--- config.mk ---
export PLATFORM = sky130hd
export DESIGN_NAME = ripple_adder_reg
export DESIGN_NICKNAME = d
export VERILOG_FILES = /design/src/rtl/ripple_adder_reg.sv
export SDC_FILE = /design/constraint.sdc
export NUM_CORES = 1
export LEC_CHECK = 0
export ABC_CLOCK_PERIOD_IN_PS = 1850
export CAP_MARGIN = 20
export CORE_AREA = 2 2 39 41
export DETAILED_ROUTE_END_ITERATION = 6
export DIE_AREA = 0 0 41 43
export GPL_TIMING_DRIVEN = 0
export SYNTH_ARGS = -nofsm -noshare
export SYNTH_HDL_FRONTEND = slang
export SYNTH_SLANG_ARGS = --single-unit
--- constraint.sdc ---
create_clock -name clk -period 1.85 [get_ports clk]
set_clock_uncertainty 0.05 [all_clocks]
set_input_delay 0.2775 -clock clk [delete_from_list [all_inputs] [get_ports clk]]
set_output_delay 0.2775 -clock clk [all_outputs]
set_load 0.03 [all_outputs]
--- src/rtl/ripple_adder_reg.sv ---
// Registered ripple-carry adder: a + b + cin through a chain of one-bit full-adder
// cells, with sum, carry-out and signed overflow captured alongside a valid flag.

module ripple_adder_fa (
  input  logic a,
  input  logic b,
  input  logic ci,
  output logic s,
  output logic co
);
  assign s  = a ^ b ^ ci;
  assign co = (a & b) | (ci & (a ^ b));
endmodule

module ripple_adder_reg #(
  parameter int WIDTH = 4
) (
  input  logic             clk,
  input  logic             rst_n,
  input  logic             in_valid,
  input  logic [WIDTH-1:0] a,
  input  logic [WIDTH-1:0] b,
  input  logic             cin,
  output logic [WIDTH-1:0] s,
  output logic             cout,
  output logic             ovf,
  output logic             out_valid
);

  logic [WIDTH:0]   c;
  logic [WIDTH-1:0] s_comb;
  logic             cout_comb;
  logic             ovf_comb;

  logic [WIDTH-1:0] s_reg;
  logic             cout_reg;
  logic             ovf_reg;
  logic             out_valid_reg;

  assign c[0] = cin;

  generate
    for (genvar gi = 0; gi < WIDTH; gi++) begin : g_bit
      ripple_adder_fa u_fa (
        .a  (a[gi]),
        .b  (b[gi]),
        .ci (c[gi]),
        .s  (s_comb[gi]),
        .co (c[gi+1])
      );
    end
  endgenerate

  // With WIDTH=1, c[WIDTH-1] is cin itself, so one expression covers every width.
  assign cout_comb = c[WIDTH];
  assign ovf_comb  = c[WIDTH] ^ c[WIDTH-1];

  always_ff @(posedge clk or negedge rst_n) begin
    if (!rst_n) begin
      s_reg         <= '0;
      cout_reg      <= 1'b0;
      ovf_reg       <= 1'b0;
      out_valid_reg <= 1'b0;
    end else begin
      out_valid_reg <= in_valid;
      if (in_valid) begin
        s_reg    <= s_comb;
        cout_reg <= cout_comb;
        ovf_reg  <= ovf_comb;
      end
    end
  end

  assign s         = s_reg;
  assign cout      = cout_reg;
  assign ovf       = ovf_reg;
  assign out_valid = out_valid_reg;

endmodule

Word-level counts from Yosys, hierarchy flattened
Index checks and enable logic that the tools add are counted.
W data, S select, Z words.
- bitwise operators: 21
- operator list (cell ; number):
    $xor A1 B1 Y1 ; 9
    $and A1 B1 Y1 ; 8
    $or A1 B1 Y1 ; 4
- register bits after elaboration: 7
- bits of input ports: 12
- output and inout bits: 7
- logic and storage cells: 25

Depth between registers and ports, before layout
- depth in word-level cells: 10
- depth in mapped cells: 9
- gate-level depth less buffers: 9

Hierarchy
From an unflattened synthesis, not the netlist that was laid out.
- cell total of the unflattened synthesis: 20
- area total of the unflattened synthesis: 359.1 µm²
- modules (own cells, without submodules) (module ; instances ; cells an instance ; area each (µm²) ; sequential area each (µm²)):
    ripple_adder_reg ; 1 ; 16 ; 279.0 ; 175.2
    ripple_adder_fa ; 4 ; 1 ; 20.0 ; 0.0

Worst setup path before layout
Ideal clock, no wire load.
- path kind: input to register
- start point: input a[0]
- end point: register ovf_reg, in the netlist ovf
- setup time: 125 ps
- arrival: 1881 ps
- required time: 1675 ps
- setup slack: -206 ps
- stages: 9
- path buffers: 0
- path through: fa_1 > inv_1 > fa_1 > inv_1 > fa_1 > inv_1 > fa_1 > xnor2_1 > mux2_4
- cells in the longest elaborated chain, start to end: 10
- elaborated cells on any way between the ends: 11
- those cells by class: 11 x bitwise
- ends and longest elaborated chain (item ; RTL line ; source):
    start, declared ; 21 ; input logic [WIDTH-1:0] a,
    $xor A1 B1 Y1 ; 12 ; assign co = (a & b) | (ci & (a ^ b));
    $and A1 B1 Y1 ; 12 ;
    $or A1 B1 Y1 * ; 12 ;
    $and A1 B1 Y1 * ; 12 ;
    $or A1 B1 Y1 * ; 12 ;
    $and A1 B1 Y1 * ; 12 ;
    $or A1 B1 Y1 * ; 12 ;
    $and A1 B1 Y1 ; 12 ;
    $or A1 B1 Y1 ; 12 ;
    $xor A1 B1 Y1 * ; 56 ; assign ovf_comb = c[WIDTH] ^ c[WIDTH-1];
    end signal, assigned ; 69 ; ovf_reg <= ovf_comb;
    end, declared ; 37 ; logic ovf_reg;
Mark *: on every way between the ends. The rest lies on a longest branch, timed or not.
A chain may end at the register's enable or synchronous reset.

Final worst setup path
Same ends and word-level chain as after synthesis.

==> out/metrics.yaml <==
status: "finished, violations left"
failed_checks: "negative setup slack"
multi_input_area_um2: 171
setup_violations: 2
finalWorstSetupSlack_ns: -0.0475
ant_nets: 0
drc_errors: 0
diodes: 0
drv_cap: 0
grt.total_usage_pct: 11.0
cts_tree: "yes"
drt-pass1-iter-count: 2
period_needed_ns: 1.90
rr_endpoint: "ovf"
cp-start-kind: "primary input"
cp-end-kind: "flip-flop"
clkTransAtPathRegs_ns: 0.05
overflow: 0
dp_hpwl_um: 531
hold_violations: 0
critical_path_buf_inv_count: 4
fin_crit_sh_pct: 103
rsz0062_at_grt: "true"
synth_area_um2: 378
vias_per_cell: 3.84
wl_per_cell_um: 9.52
largest_reg_flops: 4
insertion_delay_ns: 0.24
placed_cell_area_um2: 588
die_x_um: 41
leakage_uw: 0.000285
first_iter_violations: 5
ys_seq_area_share_pct: 46.4
syn_nets: 45
ys_ff_latch: 7
clock-sinks: 7
mostFrequentLayoutCells: "clkdlybuf4s50_1 (13), dfrtp_1 (7)"
post_synth.cell_area_avg_um2: 13.0
drv_slew: 0
rows: 14
ys.warnings.count: 0
r2r_setup_slack_ns: 1.04
total_power_uw: 541
crit_top_cell: "fa_2"
grt_pass1_vias: 284
wirelength_um: 638
fmax_mhz: 527
crit_chain: "buf_6 > fa_2 > inv_2 > fa_2 > inv_2 > fa_2 > inv_2 > fa_2 > xnor2_1 > mux2_4"
synthDistinctLibCells: 9
worstPathRequired_ns: 1.93
layout.nets: 68
maxSlewHeadroom_pct: 79.0
place.gp.congestion: 0.674
critPathMaxStageDelay_ns: 0.37
r2r_cells: 1
area_growth_pct: 62.9
r2r_start: "ovf"
path_delay_family: "adder cells"
crit_fanout: 2
cts_buffers: 3
htree_levels: 1
clock_path_buffers: 2
critical_path_class: "primary input to flip-flop"
cts-root-buf: "clkbuf_4"
crit_arrival_ns: 1.98
num_vias: 257
die_area_um2: 1760
drive_gt1_share_pct: 35.3
holdWs_ns: 0.237
syn-instance-count: 29
seqCellArea_um2: 175
hold_class: "primary input to asynchronous set/reset pin"
fin_area_um2: 616
peakVddDrop_v: 0.000407
place_ws_ns: -0.707
cp_slowest_cell: "fa_2"
post-cts-setup-buffers: 0
grt_start_max_net_pins: 9
mostFrequentLayoutCell: "clkdlybuf4s50_1"
fillerInstances: 143
power_density_nw_per_um2: 879
worst_slew_pin_slew_ns: 0.314
ios: 19
grt_pass1_wl_mm: 1.22
fp.dieH_um: 43
antenna_found_initial: 0
core_um2: 1380
io_buffer_count: 18
start_util_pct: 27.3
cells in the mapped netlist, drive strengths merged:
cell / count / area, um^2
xnor2: 1 / 8.76
a21oi: 2 / 10.0
fa: 4 / 80.1
mux2: 3 / 45.0
buf: 1 / 11.3
mux2i: 1 / 10.0
dfrtp: 7 / 175
inv: 8 / 30.0
nor2: 2 / 7.51
repair_timing:
item,in CTS,in global routing
hold buffers,0,0
pin swaps,6,2
endpoints found under the setup margin,4,2
gates cloned,0,0
resized for setup,18,0
logic make-up after synthesis:
logic type,Yosys count,share of synthesized area [%]
multiplexers,4,14.6
AND/OR/NAND/NOR,2,1.99
XOR/XNOR,1,2.32
flip-flops,7,46.4
AO/OA/AOI/OAI,2,2.65
adder cells (fa/ha/maj),4,21.2
buffers and inverters,9,10.9
through the flow:
stage               std cells  setup TNS, ns  util [%]
floorplan                  29         -0.257         -
global placement           63          -2.17      42.5
detailed placement         63          -2.17      42.5
CTS                        67         -0.162      44.5
global route               67         -0.175      44.5
finish                     67        -0.0685      44.5
layer usage:
metal,vias to the layer above,GRT usage [%],part of all wire (%)
li1,128,-,-
met1,120,14.2,41
met2,7,14.1,53
met3,2,1.57,3.9
met4,0,12.0,2.2
met5,-,0,0
power by group:
part / switching (uW) / internal (uW) / total [uW] / leakage (uW)
combinational: 102 / 108 / 211 / 0.000189
clock: 52.9 / 82.1 / 135 / 0.0000150
sequential: 14.8 / 181 / 196 / 0.0000806
total: 170 / 371 / 541 / 0.000285
final cells by class:
class,count,share of cell area (%)
timing repair buffer,18,29.5
sequential,7,28.5
multi-input combinational,13,27.8
inverter,8,4.88
clock buffer,4,4.27
tap,16,3.25
buffer,1,1.83
how the worst max path moves through the flow:
stage | from | end | cells after the start
2_1_floorplan | a[0] | ovf | 9
3_3_place_gp | a[0] | ovf | 10
6_report | a[0] | ovf | 10
4_1_cts | a[0] | ovf | 10
5_1_grt | a[0] | ovf | 10
3_5_place_dp | a[0] | ovf | 10
Note: power is estimated with default switching activity, not from simulation.
